<file path="src/rtl/axi4_burst_seq.sv">
// AXI4 burst address sequencer.
// Accepts one AW/AR-style request at a time and expands it into per-beat
// addresses for FIXED, INCR and WRAP bursts. Address arithmetic is confined
// to the low OFT_WIDTH bits (the 4 KB window); upper bits never change.
// Illegal requests are accepted, flagged with a one-cycle err_o pulse and
// dropped without producing any beats.
module axi4_burst_seq #(
  parameter int ADDR_WIDTH = 32,
  parameter int ID_WIDTH   = 4,
  parameter int OFT_WIDTH  = 12
) (
  input  logic                  clk_i,
  input  logic                  rst_n_i,
  input  logic                  ax_valid_i,
  output logic                  ax_ready_o,
  input  logic [ID_WIDTH-1:0]   ax_id_i,
  input  logic [ADDR_WIDTH-1:0] ax_addr_i,
  input  logic [7:0]            ax_len_i,
  input  logic [2:0]            ax_size_i,
  input  logic [1:0]            ax_burst_i,
  output logic                  beat_valid_o,
  input  logic                  beat_ready_i,
  output logic [ID_WIDTH-1:0]   beat_id_o,
  output logic [ADDR_WIDTH-1:0] beat_addr_o,
  output logic [7:0]            beat_idx_o,
  output logic                  beat_last_o,
  output logic                  busy_o,
  output logic                  err_o
);

  localparam logic [0:0] IDLE  = 1'b0;
  localparam logic [0:0] BURST = 1'b1;

  localparam logic [1:0] BURST_FIXED = 2'b00;
  localparam logic [1:0] BURST_INCR  = 2'b01;
  localparam logic [1:0] BURST_WRAP  = 2'b10;
  localparam logic [1:0] BURST_RSVD  = 2'b11;

  logic [0:0]            state;
  logic [ID_WIDTH-1:0]   id_q;
  logic [ADDR_WIDTH-1:0] addr_q;
  logic [7:0]            idx_q;
  logic [7:0]            len_q;
  logic [1:0]            size_q;
  logic [1:0]            burst_q;
  logic                  err_q;
  logic                  req_fire;
  logic                  req_legal;
  logic                  last;

  // Request legality: size above 8 bytes, the reserved burst encoding and
  // WRAP lengths other than 2/4/8/16 beats are all rejected.
  function automatic logic is_legal(input logic [2:0] size,
                                    input logic [1:0] burst,
                                    input logic [7:0] len);
    logic ok;
    ok = 1'b1;
    if (size > 3'd3) ok = 1'b0;
    if (burst == BURST_RSVD) ok = 1'b0;
    if (burst == BURST_WRAP && !(len inside {8'd1, 8'd3, 8'd7, 8'd15})) ok = 1'b0;
    return ok;
  endfunction

  // Next in-window offset. Work in beat units (s = off >> size); INCR bumps
  // s with wrap at the window edge, WRAP only lets the bits covered by len
  // change so the address cycles inside the aligned wrap container.
  function automatic logic [OFT_WIDTH-1:0] next_off(input logic [OFT_WIDTH-1:0] off,
                                                    input logic [1:0]           size,
                                                    input logic [7:0]           len,
                                                    input logic [1:0]           burst);
    logic [OFT_WIDTH-1:0] s;
    logic [OFT_WIDTH-1:0] s_inc;
    logic [OFT_WIDTH-1:0] ns;
    s     = off >> size;
    s_inc = s + {{(OFT_WIDTH-1){1'b0}}, 1'b1};
    ns    = s;
    if (burst == BURST_INCR) begin
      ns = s_inc;
    end else if (burst == BURST_WRAP) begin
      ns[7:0] = (len & s_inc[7:0]) | (~len & s[7:0]);
    end
    if (burst == BURST_FIXED) return off;
    return ns << size;
  endfunction

  assign req_fire     = ax_valid_i && (state == IDLE);
  assign req_legal    = is_legal(ax_size_i, ax_burst_i, ax_len_i);
  assign last         = (idx_q == len_q);

  assign ax_ready_o   = (state == IDLE);
  assign beat_valid_o = (state == BURST);
  assign busy_o       = (state == BURST);
  assign beat_last_o  = (state == BURST) && last;
  assign beat_id_o    = id_q;
  assign beat_addr_o  = addr_q;
  assign beat_idx_o   = idx_q;
  assign err_o        = err_q;

  // Control FSM plus the visible beat registers (all cleared by reset).
  always_ff @(posedge clk_i) begin
    if (!rst_n_i) begin
      state  <= IDLE;
      id_q   <= '0;
      addr_q <= '0;
      idx_q  <= '0;
      err_q  <= 1'b0;
    end else begin
      err_q <= 1'b0;
      if (state == IDLE) begin
        if (req_fire) begin
          id_q   <= ax_id_i;
          addr_q <= ax_addr_i;
          idx_q  <= '0;
          if (req_legal) state <= BURST;
          else           err_q <= 1'b1;
        end
      end else begin
        if (beat_ready_i) begin
          if (last) begin
            state <= IDLE;
          end else begin
            idx_q  <= idx_q + 8'd1;
            addr_q <= {addr_q[ADDR_WIDTH-1:OFT_WIDTH],
                       next_off(addr_q[OFT_WIDTH-1:0], size_q, len_q, burst_q)};
          end
        end
      end
    end
  end

  // Burst shape captured with the request; only read while in BURST.
  always_ff @(posedge clk_i) begin
    if (req_fire) begin
      len_q   <= ax_len_i;
      size_q  <= ax_size_i[1:0];
      burst_q <= ax_burst_i;
    end
  end

endmodule

</file>
<file path="config.mk">
export PLATFORM = sky130hd
export DESIGN_NAME = axi4_burst_seq
export DESIGN_NICKNAME = d
export VERILOG_FILES = /design/src/rtl/axi4_burst_seq.sv
export SDC_FILE = /design/constraint.sdc
export NUM_CORES = 1
export LEC_CHECK = 0
export ABC_AREA = 0
export ABC_CLOCK_PERIOD_IN_PS = 3500
export CORE_MARGIN = 2
export CORE_UTILIZATION = 25
export CTS_CLUSTER_DIAMETER = 80
export DETAILED_ROUTE_END_ITERATION = 6
export MAX_ROUTING_LAYER = met4
export SYNTH_ARGS = -nofsm -noshare
export SYNTH_HDL_FRONTEND = slang
export SYNTH_SLANG_ARGS = --single-unit
</file>
<file path="constraint.sdc">
create_clock -name clk_i -period 3.5 [get_ports clk_i]
set_clock_uncertainty 0.2 [all_clocks]
set_input_delay 0.525 -clock clk_i [delete_from_list [all_inputs] [get_ports clk_i]]
set_output_delay 0.525 -clock clk_i [all_outputs]
set_load 0.01 [all_outputs]
</file>
---- Word-level counts from Yosys, hierarchy flattened ----
Index checks and enable logic that the tools add are counted.
operators by class
  add/sub/neg operators ................... 2
  $lt $le $gt $ge ......................... 1
  equality and inequality tests ........... 12
  shifts and indexed selects .............. 2
  muxes and demuxes ....................... 34
  bitwise operators ....................... 7
  reduce and logical (&&, ||, !) cells .... 11
operators with widths
  cell                                                                             number
  8-bit 2-to-1 mux                                                                 10
  32-bit 2-to-1 mux                                                                2
  12-bit 2-to-1 mux                                                                3
  4-bit 2-to-1 mux                                                                 5
  8-bit bitwise AND                                                                2
  1-bit 2-to-1 mux                                                                 14
  12-bit by 1-bit adder with 12-bit output, second input constant                  1
  12-bit by 2-bit left shift with 12-bit output                                    1
  12-bit by 2-bit right shift with 12-bit output                                   1
  8-bit by 1-bit adder with 8-bit output, second input constant                    1
  8-bit by 1-bit == test with 1-bit output, second input constant                  1
  8-bit by 2-bit == test with 1-bit output, second input constant                  1
  8-bit by 3-bit == test with 1-bit output, second input constant                  1
  8-bit by 4-bit == test with 1-bit output, second input constant                  1
  8-bit == test                                                                    1
  8-bit NOT                                                                        1
  8-bit bitwise OR                                                                 1
  2-bit == test, second input constant                                             3
  2-bit inequality test, second input constant                                     2
  4-bit AND reduction                                                              1
  4-bit nonzero test                                                               1
  3-bit by 2-bit greater-than comparator with 1-bit output, second input constant  1
  1-bit logical AND                                                                3
  3-bit inequality test, second input constant                                     1
  8 further kinds                                                                  10
storage, ports and cells
  bits in registers ....................... 58
  bits of input ports ..................... 53
  output and inout bits ................... 49
  word-level logic and storage cells ...... 78

---- Logic depth before layout (Yosys ltp) ----
  depth after elaboration ................. 15
  mapped depth ............................ 9
  gate-level depth less buffers ........... 7

---- Worst setup path after synthesis ----
Ideal clock, no wire load.
  kind .................................... register to register
  start point ............................. reg size_q[0]
  end point ............................... reg addr_q[8], in the netlist beat_addr_o[8]
  setup time .............................. 0.124 ns
  arrival ................................. 2.220 ns
  required time ........................... 3.176 ns
  slack ................................... 0.956 ns
  stages on the path, launching flop included .. 10
  path buffers ............................ 2
  clock period less this slack ............ 2.544 ns
  path through ............................ edfxtp_1 -> buf_6 -> buf_4 -> mux4_2 -> ha_1 -> nand2_1 -> nor3_1 -> mux2i_1 -> mux2i_1 -> a2111o_1
between the ends
  longest elaborated chain between the ends .. 15
  elaborated cells between the ends (all ways) .. 21
  classes of those cells .................. add/sub: 1; shift: 2; mux: 15; bitwise: 3
RTL lines
  element                                          line  text
  start, declared                                  44    logic [1:0] size_q;
  start signal, assigned                           135   size_q <= ax_size_i[1:0];
  12-bit by 2-bit right shift with 12-bit output   74    s = off >> size;
  12-bit by 1-bit adder with 12-bit output         75    s_inc = s + {{(OFT_WIDTH-1){1'b0}}, 1'b1};
  8-bit bitwise AND                                80    ns[7:0] = (len & s_inc[7:0]) | (~len & s[7:0]);
  8-bit bitwise OR                                 80
  8-bit 2-to-1 mux                                 79    end else if (burst == BURST_WRAP) begin
  8-bit 2-to-1 mux                                 77    if (burst == BURST_INCR) begin
  8-bit 2-to-1 mux                                 119   if (last) begin
  8-bit 2-to-1 mux                                 118   if (beat_ready_i) begin
  8-bit 2-to-1 mux                                 109   if (state == IDLE) begin
  8-bit 2-to-1 mux                                 101   if (!rst_n_i) begin
  12-bit by 2-bit left shift with 12-bit output *  83    return ns << size;
  12-bit 2-to-1 mux *                              83
  12-bit 2-to-1 mux *                              119
  12-bit 2-to-1 mux *                              118
  32-bit 2-to-1 mux *                              109
  end signal, assigned                             112   addr_q <= ax_addr_i;
  end signal, assigned                             123   addr_q <= {addr_q[ADDR_WIDTH-1:OFT_WIDTH],
  end, declared                                    41    logic [ADDR_WIDTH-1:0] addr_q;
Mark *: on every way between the ends. The rest lies on a longest branch, timed or not. The select of a mux whose other input is x is not followed.
A chain may end at the register's enable or synchronous reset.

---- Final worst setup path ----
  start point ............................. reg size_q[1]
  end point ............................... reg addr_q[9], in the netlist beat_addr_o[9]
Same word-level chain as after synthesis.

==> impl_metrics.csv <==
group,metric,value,unit
place,placed_cells_incl_taps,641,
power,report.power.total,2010,uW
worst_setup_path,worst-setup-path-type,"flip-flop to flip-flop",
global_route,grt_use_total,15.90,%
clock_tree,clock_path_buffers,2,
timing,timing.fmax,335.3,MHz
drt,iter_0_drt_violations,213,
hold_path,worst_hold_startpoint,"beat_addr_o[29]",
global_route,vias_in_the_first_global_route,3270,
outcome,outcome,"complete, no violations",
clock_tree,clock-root-buffer,"clkbuf_16",
global_route,antenna_violations_before_repair,0,
hold_path,holdCritPathClass,"flip-flop to flip-flop",
floorplan,die_width,119.0,um
cells_and_area,layout.cells.non_filler,657,
worst_setup_path,critPathTopFamily,"flip-flops",
drt,route.detailed.vias_per_inst,5.128,
drt,routedLengthMet1,4611,um
worst_setup_path,count_of_buffer_and_inverter_cells_on_the_critical_path,0,
worst_setup_path,worstReg2RegStart,"size_q[1]",
synth,syn-instance-count,378,
floorplan,standard_cell_row_count,42,
clock_tree,cts_setup_buffers,0,
synth,synthesis.area_per_instance,8.745,um^2
timing,setup_tns,0,ps
drt,vias,3369,
timing,slew_headroom,38.05,%
synth,yosys_register_bits,58,
timing,worst-slew-pin-transition,929.2,ps
worst_setup_path,cp-startpoint,"size_q[1]",
floorplan,floorplan.initialDensity,25.26,%
synth,ys_seq_area_share,38.76,%
cells_and_area,layout_common_cells,"clkdlybuf4s50_1 (101), nand2_1 (65), a21oi_1 (49)",
timing,drv_slew,0,
cells_and_area,multi_input_area,0.001896,mm^2
clock_tree,cts-buffers-inserted,9,
floorplan,die-area,0.01416,mm^2
global_route,grt_start_max_net_pins,36,
cells_and_area,num-nets-final,531,
clock_tree,worst_skew_pair.late_latency,330,ps
power,p_per_area,417.7,mW/mm^2
power,p_leak,0.001680,uW
drt,detail_route.wl_per_cell,16.21,um
clock_tree,htreeDepth,3,
place,dp_hpwl,7926,um
clock_tree,tritoncts,"yes",
global_route,grt_overflow_total,0,
worst_setup_path,worst_ep_arrival_time,2990,ps
timing,rsz_0062_raised_after_global_routing,"no",
drt,routed_wirelength,10650,um
synth,dominantRegCellSynth,"dfxtp_1",
cells_and_area,layout_commonest_cell,"clkdlybuf4s50_1",
worst_setup_path,required,3510,ps
clock_tree,cts_resized,0,
timing,post-route-period-util,85.21,%
timing,min_tclk_post_route,2982,ps
cells_and_area,num-fill-cells,1334,
cells_and_area,areaGrowthSynthToFinish,45.53,%
floorplan,pin_count,102,
clock_tree,cts_hold_repair_buffers,0,
clock_tree,clk_pin_slew,50,ps
floorplan,core,0.01309,mm^2
synth,synth_enable_flop_cells,12,
worst_setup_path,end_kind,"flip-flop",
place,place.port_buffers,101,
cells_and_area,post_route_cells_drive_above_1_share,7.692,%
synth,asyncSetResetFlopFracSynth,0,%
drt,route.top_layer_used,"met4",
clock_tree,clock_sinks,58,
cells_and_area,utilization,36.77,%
place,place_congestion,0.9352,
drt,tritonroute_pass_1_iters,5,
floorplan,die_height,119.0,um
cells_and_area,num_antenna_cells,0,
worst_setup_path,worstPathCellList,"mux4_2, ha_1, nand2_1, nor4_1, o21ai_0, a31oi_1, a21oi_1",
synth,ys_types,59,
worst_setup_path,setup.worst_path.start_class,"flip-flop",
synth,postSynthNetCount,433,
drt,drcViolationCount,0,
drt,wl_met3,742,um
drt,route.antenna.remaining_nets,0,
global_route,first_pass_grt_wire_length,17350,um
run,maxCapViolations,0,
worst_setup_path,cp_max_fo,24,
cells_and_area,ff_latch_area,0.001281,mm^2
drt,routed_wl_met2,5001,um
timing,total_setup_violations_reported_at_the_end_of_the_flow,0,
power,worst_ir_drop_vdd,242.2,uV
synth,ys_warn_count,0,
synth,post_synth_instance_area,0.003306,mm^2
worst_setup_path,worst_path_max_delay_cell,"edfxtp_1",
timing,hold_violations,0,
worst_setup_path,max_stage_delay,950,ps
==> cell type report <==
type / count / area share, %
Tap cell: 176 / 4.577
Multi-Input combinational cell: 292 / 39.40
Clock inverter: 1 / 0.1040
Timing Repair Buffer: 110 / 22.68
Inverter: 5 / 0.3901
Clock buffer: 15 / 6.216
Sequential cell: 58 / 26.63
==> synth_stat cells (5+ instances only) <==
cell type / count / area [um^2]
mux4_2: 6 / 135.1
nand2_1: 65 / 244.0
a21oi_1: 49 / 245.2
nand3_1: 14 / 70.07
o211ai_1: 10 / 75.07
o21ai_0: 12 / 60.06
dfxtp_1: 46 / 920.9
inv_1: 5 / 18.77
edfxtp_1: 12 / 360.4
xnor2_1: 12 / 105.1
clkbuf_1: 12 / 45.04
or3_1: 13 / 81.33
nor2_1: 17 / 63.81
mux2i_1: 9 / 90.09
and3_1: 5 / 31.28
xor2_1: 7 / 61.31
nor3_1: 10 / 50.05
==> metal layers <==
metal  global-route usage (%)  vias up
li1                         -     1613
met5                        -        -
met1                    20.55     1599
met4                    6.696        0
met2                    23.85      132
met3                    3.736       25
==> power breakdown <==
part	switching, uW	leakage [uW]	internal [uW]
clock network	293	0.000151	579
logic	171	0.00103	188
registers	53.2	0.000494	725
==> stage by stage <==
step                worst slack [ps]  hold WS [ps]  cell area, um^2
floorplan                      955.5         280.5             3306
detailed placement             599.7         247.6             4507
finish                         517.7         251.7             4811
global placement               653.2         243.0             4507
CTS                            564.3         254.3             4811
global route                   325.2         270.7             4811
==> flip-flops by register name, summed over array words and instances (netlist names) <==
| register | flops |
|---|---|
| beat_addr_o | 32 |
| beat_idx_o | 8 |
| len_q | 8 |
| beat_id_o | 4 |
| burst_q | 2 |
| size_q | 2 |
| beat_valid_o | 1 |
| err_o | 1 |
==> worst paths after layout <==
path                            depth (start not counted)              end  slack (ps)
worst max-delay path                                    7   beat_addr_o[9]         520
worst min-delay path                                    2  beat_addr_o[29]         250
worst max register to register                          7   beat_addr_o[9]         520
worst min register to register                          2  beat_addr_o[29]         250
==> cell families after synthesis <==
| logic type | count (synthesis) | synth area share, % |
|---|---|---|
| DFF | 58 | 38.76 |
| and+or+nand+nor | 146 | 21.92 |
| adders and majority gates | 2 | 0.7569 |
| xor gates and xnor gates | 19 | 5.034 |
| muxes | 19 | 9.084 |
| AOI/OAI and AO/OA | 106 | 20.55 |
| buffers and inverters | 28 | 3.898 |
==> worst reg2reg max path: stages (launching register included) <==
cell,delay [ps]
edfxtp_1,950
mux4_2,390
ha_1,210
nand2_1,130
nor4_1,560
o21ai_0,160
a31oi_1,190
a21oi_1,80
(Power assumes the default switching activity.)
